--- config.mk ---
export PLATFORM = sky130hd
export DESIGN_NAME = var_latency_mul_flat
export DESIGN_NICKNAME = d
export VERILOG_FILES = /design/src/rtl/var_latency_mul_if.sv /design/src/rtl/var_latency_mul.sv /design/src/flat_wrapper.sv
export SDC_FILE = /design/constraint.sdc
export NUM_CORES = 1
export LEC_CHECK = 0
export ABC_CLOCK_PERIOD_IN_PS = 3300
export CAP_MARGIN = 30
export CORE_MARGIN = 2
export CORE_UTILIZATION = 40
export CTS_BUF_LIST = sky130_fd_sc_hd__clkbuf_16
export DETAILED_ROUTE_END_ITERATION = 8
export GPL_TIMING_DRIVEN = 0
export REMOVE_ABC_BUFFERS = 1
export SYNTH_ARGS = -nofsm -noshare
export SYNTH_HDL_FRONTEND = slang
export SYNTH_SLANG_ARGS = --single-unit
--- constraint.sdc ---
create_clock -name clk -period 3.3 [get_ports clk]
set_clock_uncertainty 0.1 [all_clocks]
set_input_delay 0.99 -clock clk [delete_from_list [all_inputs] [get_ports clk]]
set_output_delay 0.99 -clock clk [all_outputs]
set_load 0.03 [all_outputs]
--- src/rtl/var_latency_mul_if.sv ---
// Valid/ready bundle for var_latency_mul: operand request side and product response side.
interface var_latency_mul_if #(
   parameter int WIDTH = 8
);
   logic               in_valid;
   logic               in_ready;
   logic [WIDTH-1:0]   a;
   logic [WIDTH-1:0]   b;
   logic               out_valid;
   logic               out_ready;
   logic [2*WIDTH-1:0] product;
   logic               narrow;

   modport master (
      output in_valid, a, b, out_ready,
      input  in_ready, out_valid, product, narrow
   );

   modport slave (
      input  in_valid, a, b, out_ready,
      output in_ready, out_valid, product, narrow
   );
endinterface

--- src/rtl/var_latency_mul.sv ---
// Radix-2^DIGIT shift-add unsigned multiplier; stops as soon as the remaining
// multiplier digits are zero, so latency tracks the bit length of min(a,b).
module var_latency_mul #(
   parameter int WIDTH = 8,
   parameter int DIGIT = 2
) (
   input  logic                 clk,
   input  logic                 rst_n,
   var_latency_mul_if.slave     bus
);
   localparam int HALF = WIDTH / 2;

   typedef enum logic [1:0] {S_IDLE, S_RUN, S_DONE} state_t;

   state_t             r_state;
   logic [WIDTH-1:0]   r_mlt;
   logic [2*WIDTH-1:0] r_mcd;
   logic [2*WIDTH-1:0] r_acc;
   logic               r_narrow;

   logic               w_a_lt_b;
   logic [WIDTH-1:0]   w_mlt_in;
   logic [WIDTH-1:0]   w_mcd_in;
   logic [WIDTH-1:0]   w_mlt_nxt;
   logic [2*WIDTH-1:0] w_pp;

   function automatic logic fits_half(input logic [WIDTH-1:0] v);
      return (v >> HALF) == '0;
   endfunction

   // Smaller operand becomes the multiplier so the loop runs the fewest digits.
   assign w_a_lt_b  = bus.a < bus.b;
   assign w_mlt_in  = w_a_lt_b ? bus.a : bus.b;
   assign w_mcd_in  = w_a_lt_b ? bus.b : bus.a;
   assign w_mlt_nxt = r_mlt >> DIGIT;
   assign w_pp      = r_mcd * {{(2*WIDTH-DIGIT){1'b0}}, r_mlt[DIGIT-1:0]};

   always_ff @(posedge clk or negedge rst_n) begin
      if (!rst_n) begin
         r_state  <= S_IDLE;
         r_mlt    <= '0;
         r_mcd    <= '0;
         r_acc    <= '0;
         r_narrow <= 1'b0;
      end else begin
         case (r_state)
            S_IDLE: begin
               if (bus.in_valid) begin
                  r_mlt    <= w_mlt_in;
                  r_mcd    <= {{WIDTH{1'b0}}, w_mcd_in};
                  r_acc    <= '0;
                  r_narrow <= fits_half(bus.a) && fits_half(bus.b);
                  r_state  <= (w_mlt_in == '0) ? S_DONE : S_RUN;
               end
            end
            S_RUN: begin
               r_acc <= r_acc + w_pp;
               r_mcd <= r_mcd << DIGIT;
               r_mlt <= w_mlt_nxt;
               if (w_mlt_nxt == '0) r_state <= S_DONE;
            end
            S_DONE: begin
               if (bus.out_ready) r_state <= S_IDLE;
            end
            default: r_state <= S_IDLE;
         endcase
      end
   end

   assign bus.in_ready  = (r_state == S_IDLE);
   assign bus.out_valid = (r_state == S_DONE);
   assign bus.product   = r_acc;
   assign bus.narrow    = r_narrow;
endmodule

--- src/flat_wrapper.sv ---
// flat-port wrapper written by rule: the top's interface ports become plain ports
module var_latency_mul_flat 
#(
   parameter int WIDTH = 8,
   parameter int DIGIT = 2
)
  (clk, rst_n, bus_in_valid, bus_a, bus_b, bus_out_ready, bus_in_ready, bus_out_valid, bus_product, bus_narrow);
  var_latency_mul_if #(.WIDTH(WIDTH)) bus_i ();
  input  logic clk;
  input  logic rst_n;
  input wire logic [$bits(bus_i.in_valid)-1:0] bus_in_valid;
  input wire logic [$bits(bus_i.a)-1:0] bus_a;
  input wire logic [$bits(bus_i.b)-1:0] bus_b;
  input wire logic [$bits(bus_i.out_ready)-1:0] bus_out_ready;
  output wire logic [$bits(bus_i.in_ready)-1:0] bus_in_ready;
  output wire logic [$bits(bus_i.out_valid)-1:0] bus_out_valid;
  output wire logic [$bits(bus_i.product)-1:0] bus_product;
  output wire logic [$bits(bus_i.narrow)-1:0] bus_narrow;
  assign bus_i.in_valid = bus_in_valid;
  assign bus_i.a = bus_a;
  assign bus_i.b = bus_b;
  assign bus_i.out_ready = bus_out_ready;
  assign bus_in_ready = bus_i.in_ready;
  assign bus_out_valid = bus_i.out_valid;
  assign bus_product = bus_i.product;
  assign bus_narrow = bus_i.narrow;
  var_latency_mul #(.WIDTH(WIDTH), .DIGIT(DIGIT)) u_core (.clk(clk), .rst_n(rst_n), .bus(bus_i));
endmodule
==> run metrics, run 1 <==
Synth Flop Type dfrtp_1; Slew headroom 58.9%; die area 0.00889 mm^2; setup violators final 0; worst slew pin tran 0.614 ns; HPWL Detailed 5280 um; most frequent cells in the layout 56 x nand2_1, 50 x inv_1, 41 x dfrtp_1; Net Sw Frac 45.6%; via/cell ratio 5.21; critical path data required time 3.37 ns; slack of the worst reg-to-reg path 0.06 ns; synth warn 0; synthesized netlist cell count 360; Final Cycle Share 98.2%; hold worst-path end u_core.bus.narrow; Worst R2R Path Depth 11; final core area utilization 51.3%; internal cell power 0.00182 W; CP endpoint kind flip-flop; Ports 39; Clock power frac 14.7%; FP Rows 32; grt ovf 0; wire per inst 14.0 um; layout cells sized above 1 8.91%; crit-path max cell delay 0.50 ns; EDFF count, synth 0; Placement Setup Slack -0.720 ns; crit-path max FO 4; hold_buf cts 0; final setup margin 0.0594 ns; largest net degree at the start of global routing 35; hold path start u_core.bus.narrow; CP top delay family adder cells; Async SR Flop Fraction 100%; r2r endpoint u_core.bus.product[15]; TritonCTS clock tree yes; initial antenna violation count 0; length of the first detailed-routing pass in iterations 5; Min-Delay Path Depth 2; P&R area growth vs syn 22.9%; count of different cell masters after synthesis 45; Clock Latency Late Sink 0.28 ns; CP bufs+invs 1; Worst-path clk slew 0.06 ns; crit-path cells nand2_1 -> fa_1 -> inv_1 -> ha_2 -> fa_2 -> a211oi_4 -> o21a_1 -> o2111ai_1 -> and3_1 -> or2_0 -> a221o_1; Detailed Route WL 7070 um; Initial DRC Count 169; GRT Total Usage 17.4%; Hold Violations, Final 0; clk sinks 43; static leakage 1.92 nW; syn avg cell area 9.06 um^2; Synth Cell Area 0.00326 mm^2; worst hold-check path type flip-flop to flip-flop; DIE HEIGHT 94.3 um; Seq pwr share 28.1%; sequential area share after synthesis 33.0%; Final #Nets 460; GP Congestion 0.917; H-tree level count 2; die width 94.3 um; post-route minimum period 3.24 ns; Placed Area 0.00375 mm^2; vias in the first global route 2610; first-pass GRT wire length 12300 um; critical path class flip-flop to flip-flop; combinational group share of total power 57.2%; via count 2635; Sw Pwr 0.00152 W; core area 0.00781 mm^2; drt drc 0; Max Cap Viol 0; Worst Setup SP u_core.r_mlt[1]; starting density of the core 41.8%; IO buf count 38; CP startpoint kind flip-flop; maximum clock path buffer count 2; Pwr Density 834 mW/mm^2; fin area 0.00401 mm^2; Fmax 309 MHz; DRT antenna net count 0; Worst path slowest cell fa_1; Slew Limit Fails 0; Seq cells post-synth 43; commonest non-fill, non-tap cell in the layout nand2_1; Root Buffer Master clkbuf_16; outcome finished, final reports clean; peak supply drop 0.295 mV; CTS Buf Count 5; WP data arrival 3.31 ns; ant diodes 0; RR Startpoint u_core.r_mlt[1]; RSZ-0062 raised after global routing true
metrics by stage:
| stage | std cells | hold slack, ns | TNS, ns | power [W] |
|---|---|---|---|---|
| after floorplan | 345 | 0.374 | -0.0314 | 0.00220 |
| after global placement | 485 | 0.374 | -46.31 | 0.00271 |
| after detailed placement | 488 | 0.381 | -10.06 | 0.00281 |
| after CTS | 498 | 0.396 | -0.00338 | 0.00336 |
| after global routing | 506 | 0.436 | -0.0781 | 0.00366 |
| final | 506 | 0.387 | 0 | 0.00334 |
power by group through the flow:
stage                     clock network (W)  registers (W)  logic, W
after global routing               0.000529       0.000974   0.00215
after CTS                          0.000510       0.000940   0.00191
after global placement                    0       0.000974   0.00174
after floorplan                           0        0.00105   0.00115
final                              0.000492       0.000940   0.00191
after detailed placement                  0       0.000984   0.00183
sequential cells by signal (all words and copies together), names as in the netlist:
register            count
u_core.bus.narrow       1
u_core.bus.product     16
u_core.r_mcd           16
u_core.r_mlt            8
u_core.r_state          2
cell families (layout without fill, tap and decap cells):
group                    count (synthesis)  after routing  share of synthesized area, %
multiplexers                            17             17                          5.37
AND/OR/NAND/NOR                         87             87                          11.8
AO/OA/AOI/OAI                          100            100                          20.9
adder cells (fa/ha/maj)                 37             37                          17.6
buffers and inverters                   65            109                          8.32
flip-flops                              43             43                          33.0
XOR/XNOR                                11             11                          2.95
worst max path at each step:
stage	to	cells after the start
2_1_floorplan	u_core.bus.product[15]	11
3_3_place_gp	u_core.r_mlt[2]	4
3_5_place_dp	u_core.r_state[0]	9
4_1_cts	u_core.bus.product[15]	11
5_1_grt	u_core.bus.product[15]	11
6_report	u_core.bus.product[15]	11
metal layers:
layer | part of all wire (%) | global-route usage, % | routed length, um
met3 | 3.3 | 3.13 | 235
met1 | 49 | 24.0 | 3430
met2 | 47 | 28.7 | 3320
met5 | 0 | 0 | 0
met4 | 1.1 | 3.99 | 79
cell usage after synthesis, drive strengths merged, types with 2 or more instances:
master | number | area share, %
ha | 22 | 8.4
nand3 | 2 | 0.31
nor2 | 6 | 0.69
clkbuf | 11 | 1.3
a21o | 10 | 2.4
fa | 15 | 9.2
a21oi | 8 | 1.3
xnor2 | 6 | 1.6
a211oi | 5 | 1.5
nor3 | 2 | 0.31
a22oi | 12 | 2.8
o21a | 3 | 0.73
nor4 | 6 | 1.2
inv | 50 | 5.8
a22o | 11 | 3.0
and3 | 2 | 0.38
mux2i | 16 | 4.9
nand4 | 2 | 0.38
buf | 3 | 1.0
nand2 | 56 | 6.4
xor2 | 5 | 1.3
and2 | 3 | 0.58
nor2b | 2 | 0.38
o21ai | 36 | 5.5
dfrtp | 43 | 33
o21bai | 6 | 1.4
nand2b | 4 | 0.77
tightest hold or removal path: stages (launching register included):
cell	delay, ns
dfrtp_1	0.34
nand2_1	0.05
o21ai_1	0.06
timing repair:
item | CTS | global route
hold endpoints to repair | 0 | 0
gates resized for setup | 6 | 3
pin swaps | 1 | 3
endpoints found under the setup margin | 22 | 4
buffers inserted | 2 | 8
area by class of cell:
class	instances	area [um^2]
fill	752	3800
multi-input combinational	252	1950
sequential	43	1080
tap	102	128
timing repair buffer	51	518
clock inverter	3	20.0
inverter	50	188
clock buffer	5	125
Note: power is estimated with default switching activity, not from simulation.
==> inputs of run 2 (changes only) <==
- RECOVER_POWER: not set -> 25
==> run metrics, run 2 (synthesis gave the netlist of run 1 again) <==
outcome finished, violations left (was finished, final reports clean); failing checks max-capacitance violations, max-slew violations; H-tree level count 2 (unchanged); maximum clock path buffer count 2 (unchanged); die area 0.00889 mm^2 (unchanged); largest net degree at the start of global routing 35 (unchanged); drt drc 0 (unchanged); Pwr Density 835 mW/mm^2 (was 834 mW/mm^2); ant diodes 0 (unchanged); Detailed Route WL 7070 um (about the same); Hold Violations, Final 0 (unchanged); core area 0.00781 mm^2 (unchanged); RSZ-0062 raised after global routing true (unchanged); Worst Setup SP u_core.r_mlt[1] (unchanged); worst slew pin tran 1.58 ns (was 0.614 ns); die width 94.3 um (unchanged); fill cell count 754 (was 752); Root Buffer Master clkbuf_16 (unchanged); Initial DRC Count 169 (unchanged); first-pass GRT wire length 12300 um (unchanged); post-route minimum period 3.24 ns (about the same); CTS Buf Count 5 (unchanged); HPWL Detailed 5280 um (unchanged); setup violators final 0 (unchanged); fin area 0.00400 mm^2 (was 0.00401 mm^2); r2r endpoint u_core.bus.product[15] (unchanged); Final Cycle Share 98.2% (about the same); Ports 39 (unchanged); via count 2633 (was 2635); Worst R2R Path Depth 11 (unchanged); DIE HEIGHT 94.3 um (unchanged); static leakage 1.92 nW (about the same); via/cell ratio 5.20 (was 5.21); commonest non-fill, non-tap cell in the layout nand2_1 (unchanged); P&R area growth vs syn 22.6% (was 22.9%); GP Congestion 0.917 (unchanged); DRT antenna net count 0 (unchanged); final core area utilization 51.2% (was 51.3%); CP endpoint kind flip-flop (unchanged); length of the first detailed-routing pass in iterations 4 (was 5); hold_buf cts 0 (unchanged); most frequent cells in the layout 56 x nand2_1, 50 x inv_1, 41 x dfrtp_1 (unchanged); Worst-path clk slew 0.06 ns (about the same); Fmax 309 MHz (about the same); peak supply drop 0.295 mV (about the same); crit-path max FO 4 (unchanged); Placed Area 0.00375 mm^2 (unchanged); Slew headroom -5.65% (was 58.9%); worst hold-check path type flip-flop to flip-flop (unchanged); Hold Slack 0.387 ns (about the same); IO buf count 38 (unchanged); Clock Latency Late Sink 0.28 ns (about the same); critical path data required time 3.37 ns (about the same); Setup crit end u_core.bus.product[15] (unchanged); TritonCTS clock tree yes (unchanged); Placement Setup Slack -0.720 ns (unchanged); Max Cap Viol 1 (was 0); final setup margin 0.0592 ns (was 0.0594 ns); wire per inst 14.0 um (about the same); Final #Nets 460 (unchanged); FP Rows 32 (unchanged); WP data arrival 3.31 ns (about the same); layout cells sized above 1 8.42% (was 8.91%); clk sinks 43 (unchanged); RR Startpoint u_core.r_mlt[1] (unchanged); critical path class flip-flop to flip-flop (unchanged); GRT Total Usage 17.4% (unchanged); slack of the worst reg-to-reg path 0.06 ns (about the same); Slew Limit Fails 35 (was 0); vias in the first global route 2610 (unchanged); grt ovf 0 (unchanged); starting density of the core 41.8% (unchanged); CP startpoint kind flip-flop (unchanged); initial antenna violation count 0 (unchanged)
run 2: cell types whose count changed in the layout (fill, tap and decap cells not counted), sizes merged:
cell / delta
buf: -2
dlymetal6s4s: +1
clkbuf: +1
run 2: worst min path at each step:
stage                                startpoint                     to  slack [ns]  cells past startpoint
after global routing      u_core.bus.product[8]  u_core.bus.product[8]        0.44                      2
after floorplan                u_core.r_mcd[15]       u_core.r_mcd[15]        0.37                      1
after detailed placement      u_core.bus.narrow      u_core.bus.narrow        0.38                      2
final                         u_core.bus.narrow      u_core.bus.narrow        0.39                      2
after global placement        u_core.bus.narrow      u_core.bus.narrow        0.37                      2
after CTS                     u_core.bus.narrow      u_core.bus.narrow        0.40                      2
run 2: repair_timing:
action                     CTS  global route
pin swaps                    1             3
setup endpoints to repair   22             4
gates resized for setup      6             3
buffers inserted             2             8
run 2: where the power goes:
group / total (W) / switching [W] / internal, W
combinational: 0.00191 / 0.00112 / 0.000795
clock: 0.000492 / 0.000213 / 0.000279
sequential: 0.000940 / 0.000196 / 0.000743
total: 0.00334 / 0.00152 / 0.00182
run 2: final cells by class:
class / count / area (um^2) / share of cell area, %
inverter: 50 / 188 / 4.69
clock buffer: 5 / 125 / 3.13
timing repair buffer: 51 / 509 / 12.7
sequential: 43 / 1080 / 27.0
clock inverter: 3 / 20.0 / 0.500
multi-input combinational: 252 / 1950 / 48.8
tap: 102 / 128 / 3.19
run 2: metal layers:
metal  track usage (%)  wire length (um)  share of wire, %
met1              24.0              3430                48
met2              28.7              3320                47
met3              3.13               239               3.4
met4              3.99                79               1.1
met5                 0                 0                 0
run 2: worst max-delay path, stage by stage, from the launching register on:
cell       delay [ns]
dfrtp_2          0.40
nand2_1          0.08
fa_1             0.50
inv_1            0.04
ha_2             0.20
fa_2             0.41
a211oi_4         0.31
o21a_1           0.21
o2111ai_1        0.16
and3_1           0.20
or2_0            0.22
a221o_1          0.29
run 2: metrics by stage:
step                 TNS, ns  cells  total power (W)
finish                     0    506          0.00334
global route          -0.163    506          0.00366
global placement      -46.31    485          0.00271
CTS                 -0.00338    498          0.00336
detailed placement    -10.06    488          0.00281
floorplan            -0.0314    345          0.00220
==> inputs of run 3 (changes only) <==
- SETUP_SLACK_MARGIN: not set -> 0.1
==> run metrics, run 3 (synthesis gave the netlist of run 1 again) <==
CTS Buf Count 5 (unchanged); Slew headroom 58.4% (was -5.65%); GRT Total Usage 17.5% (was 17.4%); HPWL Detailed 5280 um (unchanged); vias in the first global route 2635 (was 2610); post-route minimum period 3.18 ns (was 3.24 ns); Worst path slowest cell fa_1 (unchanged); Final #Nets 460 (unchanged); crit-path max FO 4 (unchanged); commonest non-fill, non-tap cell in the layout nand2_1 (unchanged); crit-path cells nand2_2 -> fa_1 -> inv_1 -> ha_4 -> fa_2 -> a211oi_4 -> o21a_1 -> o2111ai_2 -> and3_1 -> or2_0 -> a221o_1 (was nand2_1 -> fa_1 -> inv_1 -> ha_2 -> fa_2 -> a211oi_4 -> o21a_1 -> o2111ai_1 -> and3_1 -> or2_0 -> a221o_1); crit-path max cell delay 0.50 ns (about the same); drt drc 0 (unchanged); Initial DRC Count 146 (was 169); CP startpoint kind flip-flop (unchanged); Placed Area 0.00375 mm^2 (unchanged); FP Rows 32 (unchanged); Clock Latency Late Sink 0.28 ns (about the same); H-tree level count 2 (unchanged); Fmax 314 MHz (was 309 MHz); first-pass GRT wire length 12400 um (was 12300 um); Root Buffer Master clkbuf_16 (unchanged); grt ovf 0 (unchanged); DRT antenna net count 0 (unchanged); initial antenna violation count 0 (unchanged); setup TNS 0 ns (unchanged); Slew Limit Fails 0 (was 35); clk sinks 43 (unchanged); die area 0.00889 mm^2 (unchanged); via/cell ratio 5.21 (was 5.20); met3 Usage GRT 3.13% (unchanged); length of the first detailed-routing pass in iterations 4 (unchanged); setup violators final 0 (unchanged); CP endpoint kind flip-flop (unchanged); most frequent cells in the layout 55 x nand2_1, 50 x inv_1, 41 x dfrtp_1 (was 56 x nand2_1, 50 x inv_1, 41 x dfrtp_1); Hold Violations, Final 0 (unchanged); GP Congestion 0.917 (unchanged); Max Cap Viol 0 (was 1); P&R area growth vs syn 23.9% (was 22.6%); met1 Usage GRT 23.8% (was 24.0%); CP top delay family adder cells (unchanged); maximum clock path buffer count 2 (unchanged); Pwr Density 835 mW/mm^2 (about the same); Final Cycle Share 96.4% (was 98.2%); critical path data required time 3.37 ns (about the same); final core area utilization 51.8% (was 51.2%); WP data arrival 3.25 ns (was 3.31 ns); final setup margin 0.118 ns (was 0.0592 ns); grt peak-use layer met2 (unchanged); DIE HEIGHT 94.3 um (unchanged); via count 2638 (was 2633); layout cells sized above 1 9.90% (was 8.42%); starting density of the core 41.8% (unchanged); Placement Setup Slack -0.720 ns (unchanged); ant diodes 0 (unchanged); fin area 0.00404 mm^2 (was 0.00400 mm^2); RSZ-0062 raised after global routing true (unchanged); critical path class flip-flop to flip-flop (unchanged); CP bufs+invs 1 (unchanged); Worst-path clk slew 0.06 ns (about the same); largest net degree at the start of global routing 35 (unchanged); outcome finished, final reports clean (was finished, violations left); core area 0.00781 mm^2 (unchanged); met2 global-route usage 29.0% (was 28.7%); TritonCTS clock tree yes (unchanged); IO buf count 38 (unchanged); die width 94.3 um (unchanged); wire per inst 14.0 um (about the same); worst hold-check path type flip-flop to flip-flop (unchanged); hold_buf cts 0 (unchanged); Hold Slack 0.387 ns (about the same); static leakage 1.93 nW (was 1.92 nW); peak supply drop 0.301 mV (was 0.295 mV); Detailed Route WL 7070 um (about the same); worst slew pin tran 0.624 ns (was 1.58 ns); Ports 39 (unchanged)
## run 3: cell types whose count changed in the layout (fill, tap and decap cells not counted), sizes merged
cell and delta:
buf +1, dlymetal6s4s -1
## run 3: worst min-delay path: stages (launching register included)
cell     delay (ns)
dfrtp_1        0.34
nand2_1        0.05
o21ai_1        0.06
## run 3: final cells by class
cell class / count / area [um^2]
Multi-Input combinational cell: 252 / 1980
Timing Repair Buffer: 51 / 520
Inverter: 50 / 188
Clock buffer: 5 / 125
Tap cell: 102 / 128
Clock inverter: 3 / 20.0
Sequential cell: 43 / 1080
Fill cell: 752 / 3770
## run 3: final timing paths
check	from	end	slack [ns]	cells after the start
hold / removal	u_core.bus.narrow	u_core.bus.narrow	0.39	2
hold reg to reg	u_core.bus.narrow	u_core.bus.narrow	0.39	2
setup / recovery	u_core.r_mlt[1]	u_core.bus.product[15]	0.12	11
setup reg to reg	u_core.r_mlt[1]	u_core.bus.product[15]	0.12	11
min in group asynchronous	rst_n	u_core.bus.product[12]	0.59	1
max in group asynchronous	rst_n	u_core.r_mlt[0]	1.88	2
## run 3: per-layer routing
metal	up-vias	wire [um]
li1	1321	-
met5	-	0
met2	51	3330
met3	7	247
met4	0	79
met1	1259	3410
## run 3: timing repair
action,CTS,global route
gates resized for setup,8,8
hold endpoints to repair,0,0
pin swaps,2,7
buffers inserted,4,6
setup endpoints to repair,24,5
## run 3: power by group
part / internal (W) / switching [W] / total [W]
Clock: 0.000279 / 0.000212 / 0.000491
Sequential: 0.000743 / 0.000197 / 0.000941
Combinational: 0.000812 / 0.00113 / 0.00194
## run 3: stage by stage
step                      power [W]  instances
after floorplan             0.00220        345
after global placement      0.00271        485
after detailed placement    0.00281        488
after CTS                   0.00337        500
after global routing        0.00369        506
final                       0.00337        506
